[config.mk]
export PLATFORM = sky130hd
export DESIGN_NAME = stage_enable_sequencer
export DESIGN_NICKNAME = d
export VERILOG_FILES = /design/src/rtl/stage_enable_sequencer.sv
export SDC_FILE = /design/constraint.sdc
export NUM_CORES = 1
export LEC_CHECK = 0
export ABC_AREA = 0
export BUFFER_PORTS_ARGS = -buffer_cell sky130_fd_sc_hd__buf_2
export CAP_MARGIN = 20
export CORE_UTILIZATION = 51
export DETAILED_ROUTE_END_ITERATION = 16
export GPL_TIMING_DRIVEN = 1
export PLACE_DENSITY = 0.85
export SETUP_SLACK_MARGIN = 0.2
export SYNTH_ARGS = -nofsm -noshare
export SYNTH_HDL_FRONTEND = slang
export SYNTH_SLANG_ARGS = --single-unit
[constraint.sdc]
create_clock -name clk_i -period 3.1 [get_ports clk_i]
set_clock_uncertainty 0.15 [all_clocks]
set_input_delay 0.31 -clock clk_i [delete_from_list [all_inputs] [get_ports clk_i]]
set_output_delay 0.31 -clock clk_i [all_outputs]
set_load 0.1 [all_outputs]
[src/rtl/stage_enable_sequencer.sv]
// Single-clock stage-enable sequencer: walks one enable per pipeline stage in index order
// with per-stage hold counts and a per-instruction skip mask. Optional HOLD/step mode: STAGE_SEQ_STEP_MODE_EN.
module stage_enable_sequencer #(
    parameter int unsigned NUM_STAGES = 12,
    parameter int unsigned DLY_W      = 4,
    parameter int unsigned BOOT_STAGE = 9,
    parameter int unsigned CNT_W      = 32
) (
    input  logic                        clk_i,
    input  logic                        rst_ni,
    input  logic                        start_i,
    input  logic                        boot_i,
    input  logic                        stop_i,
    input  logic                        step_i,
    input  logic [NUM_STAGES-1:0]       skip_mask_i,
    input  logic [NUM_STAGES*DLY_W-1:0] dly_cfg_i,
    output logic [NUM_STAGES-1:0]       en_o,
    output logic                        busy_o,
    output logic                        done_o,
    output logic [CNT_W-1:0]            instr_cnt_o
);

    localparam int unsigned IDX_W = (NUM_STAGES > 1) ? $clog2(NUM_STAGES) : 1;

`ifdef STAGE_SEQ_STEP_MODE_EN
    typedef enum logic [1:0] {IDLE, BOOT, RUN, HOLD} state_t;
`else
    typedef enum logic [1:0] {IDLE, BOOT, RUN} state_t;
`endif

    state_t                  state_q, state_d;
    logic [IDX_W-1:0]        idx_q, idx_d;
    logic [DLY_W-1:0]        hold_q, hold_d;
    logic                    stop_q, stop_d;
    logic [CNT_W-1:0]        cnt_q, cnt_d;
    logic [NUM_STAGES-1:0]   en_q, en_d;
    logic                    busy_q, busy_d;
    logic                    done_c;

    logic [DLY_W-1:0]        dly_arr [NUM_STAGES];
    logic                    nxt_found;
    logic [IDX_W-1:0]        nxt_idx;
    logic                    unused_inputs;

    // Stage 0 always runs, so mask bit 0 never participates.
`ifdef STAGE_SEQ_STEP_MODE_EN
    assign unused_inputs = skip_mask_i[0];
`else
    assign unused_inputs = skip_mask_i[0] ^ step_i;
`endif

    // Per-stage hold-count fields.
    always_comb begin
        for (int k = 0; k < NUM_STAGES; k++) begin
            dly_arr[k] = dly_cfg_i[k*DLY_W +: DLY_W];
        end
    end

    // Lowest unskipped stage above the current one.
    always_comb begin
        nxt_found = 1'b0;
        nxt_idx   = '0;
        for (int j = NUM_STAGES - 1; j > 0; j--) begin
            if ((IDX_W'(j) > idx_q) && !skip_mask_i[j]) begin
                nxt_found = 1'b1;
                nxt_idx   = IDX_W'(j);
            end
        end
    end

    // Next-state and output decode.
    always_comb begin
        state_d = state_q;
        idx_d   = idx_q;
        hold_d  = hold_q;
        stop_d  = stop_q;
        cnt_d   = cnt_q;
        done_c  = 1'b0;

        case (state_q)
            IDLE: begin
                if (start_i) begin
                    stop_d  = 1'b0;
                    idx_d   = '0;
                    hold_d  = dly_arr[0];
                    state_d = boot_i ? BOOT : RUN;
                end
            end
            BOOT: begin
                if (stop_i) begin
                    stop_d = 1'b1;
                end
                state_d = RUN;
                idx_d   = '0;
                hold_d  = dly_arr[0];
            end
            RUN: begin
                if (stop_i) begin
                    stop_d = 1'b1;
                end
                if (hold_q != '0) begin
                    hold_d = hold_q - 1'b1;
                end else if (nxt_found) begin
                    idx_d  = nxt_idx;
                    hold_d = dly_arr[nxt_idx];
                end else begin
                    // Last cycle of the instruction.
                    done_c = 1'b1;
                    cnt_d  = cnt_q + 1'b1;
                    if (stop_q || stop_i) begin
                        state_d = IDLE;
                        idx_d   = '0;
                        hold_d  = '0;
                    end else begin
`ifdef STAGE_SEQ_STEP_MODE_EN
                        state_d = HOLD;
                        idx_d   = '0;
                        hold_d  = '0;
`else
                        idx_d   = '0;
                        hold_d  = dly_arr[0];
`endif
                    end
                end
            end
`ifdef STAGE_SEQ_STEP_MODE_EN
            HOLD: begin
                if (stop_i) begin
                    state_d = IDLE;
                end else if (step_i) begin
                    state_d = RUN;
                    idx_d   = '0;
                    hold_d  = dly_arr[0];
                end
            end
`endif
            default: begin
                state_d = IDLE;
                idx_d   = '0;
                hold_d  = '0;
            end
        endcase

        en_d = '0;
        if (state_d == BOOT) begin
            en_d = NUM_STAGES'(1) << BOOT_STAGE;
        end else if (state_d == RUN) begin
            en_d = NUM_STAGES'(1) << idx_d;
        end
        busy_d = (state_d != IDLE);
    end

    // State and registered outputs.
    always_ff @(posedge clk_i or negedge rst_ni) begin
        if (!rst_ni) begin
            state_q <= IDLE;
            idx_q   <= '0;
            hold_q  <= '0;
            stop_q  <= 1'b0;
            cnt_q   <= '0;
            en_q    <= '0;
            busy_q  <= 1'b0;
        end else begin
            state_q <= state_d;
            idx_q   <= idx_d;
            hold_q  <= hold_d;
            stop_q  <= stop_d;
            cnt_q   <= cnt_d;
            en_q    <= en_d;
            busy_q  <= busy_d;
        end
    end

    // done_o depends on the skip mask sampled in the completing cycle itself.
    assign en_o        = en_q;
    assign busy_o      = busy_q;
    assign done_o      = done_c;
    assign instr_cnt_o = cnt_q;

endmodule

==> impl_results.md, run 1 <==
* Final setup viols at 0
* Cells after synthesis at 360
* Fillers at ~500
* Fin util at about two thirds
* Max-cap viol count at 0
* Initial DRT Pass Iterations at 11
* Layout net count at about 550
* Synthesized cell area at 3495 sq um
* Area after DPL at 4144 sq um
* WL final at 8679 microns
* Ant. Diodes at 0
* DRC at 6
* Initial antenna violation count at 0
* Yosys cell types at 61
* LEAKAGE at approximately 2.2 nW
* Syn_nets at 433
* Avg Inst Size Synth at 9.707 sq um
* CP startpoint kind: flip-flop
* Initial Utilization at 53.80%
* Arrival time at the worst endpoint at 2.24 ns
* Row count at 29
* Worst Setup End Kind: output port
* Asr flop ratio synth at 100.0%
* EDFF count, synth at 0
* Violation count after the first detailed-route iteration at 247
* Port bufs at 109
* Crit-path leading delay family: simple AND/OR/NAND/NOR gates
* Top FF cell, synth: dfrtp_1
* Buf+Inv Stages, Crit Path at 1
* Fin Setup TNS at 0 ns
* Longest Clk Path Bufs at 2
* Tmin final at 2.695 ns
* Routed wire per std cell at between 15 and 20 microns
* Ports at 112
* Total Die Area at just over 7000 sq um
* Clk root buf: clkbuf_8
* DRT antenna net count at 0
* Post-synthesis sequential area ratio at 40.10%
* Relative slew slack at 55.97%
* TritonCTS clock tree: built
* Number of buffers created by CTS at 5
* VDD IR max at between 0.3 and 0.4 mV
* Commonest non-fill, non-tap cells in the layout: 108 x buf_2, 52 x dfrtp_1, 29 x nand2_1, 28 x nor2_1, 27 x xnor2_1
* Clock-pin transition on the worst setup and hold timing paths at roughly 0.10 ns
* Max Clk Rate at roughly 0.37 GHz
* Post-DP HPWL at between 6000 and 7000 microns
* Vias at around 3300
* RSZ-0062 raised after global routing: false
* Area delta synth->final at 23.88%
* Worst slew pin tran at 0.6605 ns
* Hold EP: hold_q[1]
* H-tree depth at 2
* Vias per inst at 5.888
* Pins over their slew limit at 0
* Die Wd at 84.78 microns
* Vias in the first global route at 3284
* Final Instance Area at between 4000 and 5000 sq um
* Core region area at 6495 sq um
* Critical R2R Launch: idx_q[0]
* CP cell instances: nor2_1 -> a21oi_2 -> nand4_4 -> nor3b_4 -> buf_4
* Die Ht at 84.78 microns
* Yosys warning total at 0
* Worst Hold Launch: dly_cfg_i[29]
* Largest net degree at the start of global routing at 30
* Worst path required time at between 2 and 3 ns
* Final Wtd Congestion at 0.8781
* Final setup margin at 0.4049 ns
* CTS Sinks at 56
* Max stage delay on crit path at ~0.52 ns
* Worst Path Max Fanout at 13
* Share of cells above drive strength 1 at about 38%
* First-pass GRT wire length at 14640 microns
* Status: finished with violations
* Hold crit path type: input pin to flip-flop
* R2R Path End: en_o[8]
* Final period util at a little under 90%
* GRT Resource Usage Total at approximately a quarter
* Final hold vios at 0
* R2r setup slk at 0.43 ns
* Pwr dens at 645.4 nW/um^2
* Clk_lat worst skew at 0.31 ns
* Reg2reg path depth at 8
* Post-place setup slack at 0.1290 ns
* Hold Path Depth at 3
* Crit path max-delay cell type: dfrtp_2
* Total grt overflow at 0
* Failing checks: design-rule violations
* #FFs+latches synth at 56
* Most common cell after layout, fill and taps aside: buf_2
* Crit. Startpoint: idx_q[2]
* Setup CP Type: flip-flop to output port
-- final cells by class --
| class | instances | area [sq um] | area share [%] |
|---|---|---|---|
| multi-input combinational | 275 | 2014 | 46.53 |
| sequential | 56 | 1406 | 32.49 |
| timing repair buffer | 121 | 640.6 | 14.80 |
| tap | 77 | 96.34 | 2.225 |
| clock buffer | 6 | 72.57 | 1.676 |
| inverter | 16 | 60.06 | 1.387 |
| clock inverter | 2 | 38.79 | 0.8960 |
-- timing repair --
action	CTS	global route
pin swaps	0	2
endpoints found under the hold margin	28	0
setup endpoints to repair	5	41
gates resized for setup	3	6
hold buffers	1	0
buffers inserted	0	4
-- how the worst max path moves through the flow --
stage | depth (start not counted) | end
after floorplan | 11 | instr_cnt_o[18]
after global placement | 7 | hold_q[1]
after detailed placement | 7 | hold_q[1]
after CTS | 5 | done_o
after global routing | 8 | en_o[9]
final | 5 | done_o
-- cells by family (layout without fill, tap and decap cells) --
| kind of cell | after synthesis | after routing | synth area share, % |
|---|---|---|---|
| muxes | 18 | 18 | 5.478 |
| adders and majority gates | 7 | 7 | 2.506 |
| xor gates and xnor gates | 32 | 32 | 8.020 |
| buffers and inverters | 29 | 145 | 4.547 |
| DFF | 56 | 56 | 40.10 |
| and+or+nand+nor | 139 | 139 | 21.52 |
| AOI/OAI and AO/OA | 79 | 79 | 17.83 |
-- state kept, by name, summed over array words and instances, names as in the netlist --
name and cells:
idx_q 4, stop_q 1, state_q 2, busy_o 1, en_o 12, hold_q 4, instr_cnt_o 32
-- worst register-to-register path, cell delays in order (launching register included) --
cell and delay (ns):
dfrtp_2 0.51, a21oi_2 0.12, or3_1 0.34, a31o_1 0.24, a21oi_2 0.19, nand2_1 0.26
a32oi_2 0.35, nand2_1 0.16, nor3_1 0.25
-- routing by layer --
layer | up-vias | global-route usage (%) | part of all wire (%)
met3 | 20 | 3.736 | 5.8
met2 | 146 | 44.79 | 50
met1 | 1544 | 31.37 | 42
met5 | - | 0 | 0
met4 | 0 | 8.937 | 2.0
li1 | 1546 | - | -
-- stage by stage --
stage | cells | hold slack [ns] | power (mW)
after floorplan | 360 | -0.1356 | 1.982
after global placement | 540 | 0.2119 | 2.211
after detailed placement | 540 | 0.2153 | 2.249
after CTS | 549 | 0.09562 | 2.738
after global routing | 553 | 0.1097 | 2.969
final | 553 | 0.1004 | 2.794
-- synth_stat cells, types with 5 or more instances --
master   count  area share [%]
dfrtp_1     56              40
nand2_1     32             3.4
nor2_1      28             3.0
xnor2_1     27             6.8
nand3_1     18             2.6
inv_1       15             1.6
a21oi_1     13             1.9
nor3_1      12             1.7
nand4_1     10             1.8
a22oi_1      9             1.9
mux2_2       9             2.9
mux2i_1      9             2.6
a31oi_1      8             1.4
and3_1       8             1.4
ha_1         7             2.5
o21ai_0      6            0.86
a22o_1       5             1.3
xor2_1       5             1.3
-- power by group --
part           internal [mW]  switching [mW]
Sequential             0.813           0.109
Clock                  0.245           0.237
Combinational          0.520           0.871
Total                   1.58            1.22
Power figures use the tool's default switching activity.
==> run 2, diff against run 1 <==
Settings changed: MAX_ROUTING_LAYER from default to met4.
==> impl_results.md, run 2 (synthesis gave the netlist of run 1 again) <==
* Status: finished with violations
* Failing checks: design-rule violations
* Post-DP HPWL at 6690 microns
* Final hold vios at 0
* Layout net count at about 550
* CTS Sinks at 56
* Hold crit path type: input pin to flip-flop
* Final setup viols at 0
* Number of buffers created by CTS at 5
* LEAKAGE at 2.193 nW
* R2R Path End: en_o[8]
* Total Power at 2.794 mW
* Post-place setup slack at 0.1290 ns
* Final Instance Area at 4329 sq um
* Worst Setup End Kind: flip-flop
* Flop pwr share at 33.0%
* Initial DRT Pass Iterations at 11
* Ant. Diodes at 0
* Final setup margin at 0.4102 ns
* Most common cell after layout, fill and taps aside: buf_2
* First-pass GRT wire length at approximately 15000 microns
* Clk root buf: clkbuf_8
* Vias per inst at 5.841
* R2r setup slk at 0.41 ns
* Sw Ratio at a little over two fifths
* Initial Utilization at 53.80%
* Pins over their slew limit at 0
* TritonCTS clock tree: built
* Vias at 3230
* Area after DPL at just over 4000 sq um
* Die Wd at between 80 and 90 microns
* Hold EP: hold_q[1]
* Net Sw Power at 1.217 mW
* Power share of the clock group at 17.2%
* DP Cell Count at 540
* Violation count after the first detailed-route iteration at approximately 280
* Port bufs at about 110
* Arrival time at the worst endpoint at 2.74 ns
* Comb power frac at 49.8%
* Initial antenna violation count at 0
* Worst Path Max Fanout at 12
* Setup CP Type: flip-flop to flip-flop
* Int Pwr at 1.577 mW
* Commonest non-fill, non-tap cells in the layout: 108 x buf_2, 52 x dfrtp_1, 29 x nand2_1, 28 x nor2_1, 27 x xnor2_1
* VDD IR max at 0.3751 mV
* H-tree depth at 2
* Share of cells above drive strength 1 at between 30% and 40%
* Total grt overflow at 0
* Worst Hold Launch: dly_cfg_i[29]
* RSZ-0062 raised after global routing: false
* Core region area at 6495 sq um
* Row count at 29
* Fin util at about two thirds
* Pwr dens at ~650 nW/um^2
* Number of flip-flops in the largest register at 32
* Fin Setup TNS at 0 ns
* Max-cap viol count at 0
* CP startpoint kind: flip-flop
* Reg2reg path depth at 8
* Vias in the first global route at 3286
* Relative slew slack at a little under three fifths
* Routed wire per std cell at ~16 microns
* Area delta synth->final at 23.88%
* Tmin final at 2.690 ns
* Fillers at ~500
* Hold Path Depth at 3
* Worst slew pin tran at 0.6616 ns
* Critical R2R Launch: idx_q[0]
* Hold slack at between 0.1 and 0.15 ns
* Max Clk Rate at 0.3718 GHz
* Non-filler cells, final at 553
* Final period util at 86.77%
* WL final at 8676 microns
* Largest net degree at the start of global routing at 30
* Longest Clk Path Bufs at 2
* Clock-pin transition on the worst setup and hold timing paths at 0.10 ns
* Worst path required time at 3.15 ns
* Final Wtd Congestion at ~0.89
* Ports at 112
* Total Die Area at 7187 sq um
* GRT Resource Usage Total at about a quarter
* DRC at 6
* DRT antenna net count at 0
* Clk_lat worst skew at 0.31 ns
* Die Ht at 84.78 microns
## run 2: cell counts in the layout (fill, tap and decap cells not counted)
No cell type changed its count.
## run 2: layout make-up
type / instances / area [sq um] / share of cell area, %
Sequential cell: 56 / 1406 / 32.49
Tap cell: 77 / 96.34 / 2.225
Clock buffer: 6 / 72.57 / 1.676
Inverter: 16 / 60.06 / 1.387
Timing Repair Buffer: 121 / 640.6 / 14.80
Multi-Input combinational cell: 275 / 2014 / 46.53
Clock inverter: 2 / 38.79 / 0.8960
## run 2: timing repair
item / CTS / global route
buffers inserted: 0 / 4
setup endpoints to repair: 5 / 41
hold endpoints to repair: 28 / 0
pin swaps: 0 / 2
hold buffers: 1 / 0
resized for setup: 3 / 6
## run 2: how the worst max path moves through the flow
stage / from / end / slack (ns) / cells past startpoint
floorplan: idx_q[1] / instr_cnt_o[18] / -0.1 / 11
global placement: idx_q[1] / hold_q[1] / 0.24 / 7
detailed placement: idx_q[1] / hold_q[1] / 0.13 / 7
CTS: idx_q[2] / done_o / 0.17 / 5
global route: idx_q[2] / en_o[9] / 0.24 / 8
finish: idx_q[0] / en_o[8] / 0.41 / 8
## run 2: metal layers
layer  vias to the layer above  part of all wire [%]  global-route usage (%)
li1                       1548                     -                       -
met1                      1532                    42                   31.63
met2                       128                    50                   44.64
met3                        22                   5.5                   3.540
met4                         0                   2.2                   8.937
met5                         -                     0                       -
## run 2: power by group through the flow
stage | registers, mW | clock network (mW) | logic [mW]
2_1_floorplan | 1.06 | 0 | 0.925
3_3_place_gp | 0.931 | 0 | 1.28
3_5_place_dp | 0.934 | 0 | 1.32
4_1_cts | 0.922 | 0.490 | 1.33
5_1_grt | 0.935 | 0.518 | 1.52
6_report | 0.923 | 0.481 | 1.39
## run 2: worst max-delay path, cell delays in order (launching register included)
cell,delay [ns]
dfrtp_2,0.51
a21oi_2,0.12
or3_1,0.34
a31o_1,0.24
a21oi_2,0.19
nand2_1,0.27
a32oi_2,0.35
nand2_1,0.16
nor3_1,0.26
==> run 3, diff against run 2 <==
Settings changed: CORE_ASPECT_RATIO from default to 1.75, SKIP_LAST_GASP from default to 1.
==> impl_results.md, run 3 (synthesis gave the netlist of run 1 again) <==
* Status: complete, no violations
* Layout net count at 547
* Max-cap viol count at 0
* Largest net degree at the start of global routing at 40
* Longest Clk Path Bufs at 2
* Ant. Diodes at 0
* DRT antenna net count at 0
* VDD IR max at 0.3766 mV
* Initial DRT Pass Iterations at 4
* Share of cells above drive strength 1 at 37.26%
* WL final at 8632 microns
* Clk_lat worst skew at 0.30 ns
* Die Ht at around 110 microns
* Final setup viols at 0
* Vias in the first global route at 3366
* CP cell instances: or2_1 -> or4_1 -> nand4_4 -> o311ai_1 -> a21oi_2 -> and2_4 -> nand2_2 -> o32ai_2
* Non-filler cells, final at 557
* Initial Utilization at between 50% and 60%
* Clk root buf: clkbuf_16
* Final hold vios at 0
* DP Cell Count at between 500 and 600
* Die Wd at approximately 65 microns
* Most common cell after layout, fill and taps aside: buf_2
* Final Wtd Congestion at roughly 0.9
* Hold crit path type: input pin to flip-flop
* LEAKAGE at 2.199 nW
* Port bufs at roughly 110
* Max Clk Rate at 0.3603 GHz
* RSZ-0062 raised after global routing: false
* Violation count after the first detailed-route iteration at 168
* Final period util at roughly nine tenths
* Total Die Area at 7200 sq um
* CP startpoint kind: flip-flop
* Vias at 3278
* Hold slack at 0.1382 ns
* Crit path max-delay cell type: or4_1
* Pins over their slew limit at 0
* Post-DP HPWL at about 6700 microns
* Area delta synth->final at 24.74%
* Row count at 39
* DRC at 0
* TritonCTS clock tree: built
* Arrival time at the worst endpoint at 2.83 ns
* Setup CP Type: flip-flop to flip-flop
* Post-CTS Setup Bufs at 0
* Ports at between 100 and 150
* Max stage delay on crit path at 0.55 ns
* Worst path required time at 3.16 ns
* H-tree depth at 2
* Final setup margin at about 0.32 ns
* Pwr dens at 663.8 nW/um^2
* Fin Setup TNS at 0 ns
* Number of buffers created by CTS at 5
* CTS Sinks at 56
* Commonest non-fill, non-tap cells in the layout: 108 x buf_2, 52 x dfrtp_1, 29 x nand2_1, 28 x nor2_1, 27 x xnor2_1
* Worst Setup End Kind: flip-flop
* Worst Path Max Fanout at 13
* First-pass GRT wire length at 14370 microns
* Relative slew slack at between 40% and 50%
* Routed wire per std cell at 15.50 microns
* Number of flip-flops in the largest register at 32
* Total grt overflow at 0
* Initial antenna violation count at 0
* Tmin final at 2.776 ns
* Vias per inst at 5.885
* Core region area at 6588 sq um
* GRT Resource Usage Total at 25.89%
* Post-place setup slack at 0.08321 ns
* Worst slew pin tran at 0.8300 ns
* Clock-pin transition on the worst setup and hold timing paths at 0.08 ns
## run 3: critical path, delay by kind of cell (launching register included)
kind	cells	cell delay, ns
AO/OA/AOI/OAI	3	0.64
flip-flops	1	0.50
AND/OR/NAND/NOR	5	1.38
## run 3: what timing repair did
action                     CTS  global route
hold endpoints to repair    37             0
pin swaps                    0             0
gates resized for setup      2             5
setup endpoints to repair    3            33
hold buffers                 1             0
## run 3: path summary, 6_finish.rpt
check                                   to  depth (start not counted)       startpoint  slack [ns]
min                              hold_q[1]                          3    dly_cfg_i[29]        0.14
min in group asynchronous   instr_cnt_o[2]                          2           rst_ni        0.50
max                                en_o[9]                          8         idx_q[2]        0.32
max in group asynchronous   instr_cnt_o[8]                          3           rst_ni        1.64
max reg2reg                        en_o[9]                          8         idx_q[2]        0.32
min reg2reg                instr_cnt_o[31]                          1  instr_cnt_o[31]        0.32
## run 3: metrics by stage
step / utilization [%] / total power [mW] / instance area, sq um
3_3_place_gp: 63.34 / 2.238 / 4173
3_5_place_dp: 63.34 / 2.281 / 4173
6_report: 66.17 / 2.894 / 4359
2_1_floorplan: - / 1.982 / 3561
5_1_grt: 66.17 / 3.049 / 4359
4_1_cts: 65.93 / 2.872 / 4343
## run 3: layout make-up
| cell class | instances | area [sq um] |
|---|---|---|
| sequential | 56 | 1406 |
| timing repair buffer | 120 | 633.1 |
| multi-input combinational | 275 | 2004 |
| clock buffer | 5 | 125.1 |
| tap | 82 | 102.6 |
| clock inverter | 3 | 27.53 |
| fill | 543 | 2228 |
| inverter | 16 | 60.06 |
## run 3: per-layer routing
metal	routed length, microns	GRT usage (%)	vias up
li1	-	-	1547
met1	3228	25.77	1571
met2	4720	46.74	133
met3	427	4.406	27
met4	255	13.19	0
met5	0	-	-
## run 3: power by group
part | internal, mW | switching (mW) | total (mW)
sequential | 0.813 | 0.113 | 0.926
clock | 0.307 | 0.278 | 0.585
combinational | 0.512 | 0.871 | 1.38
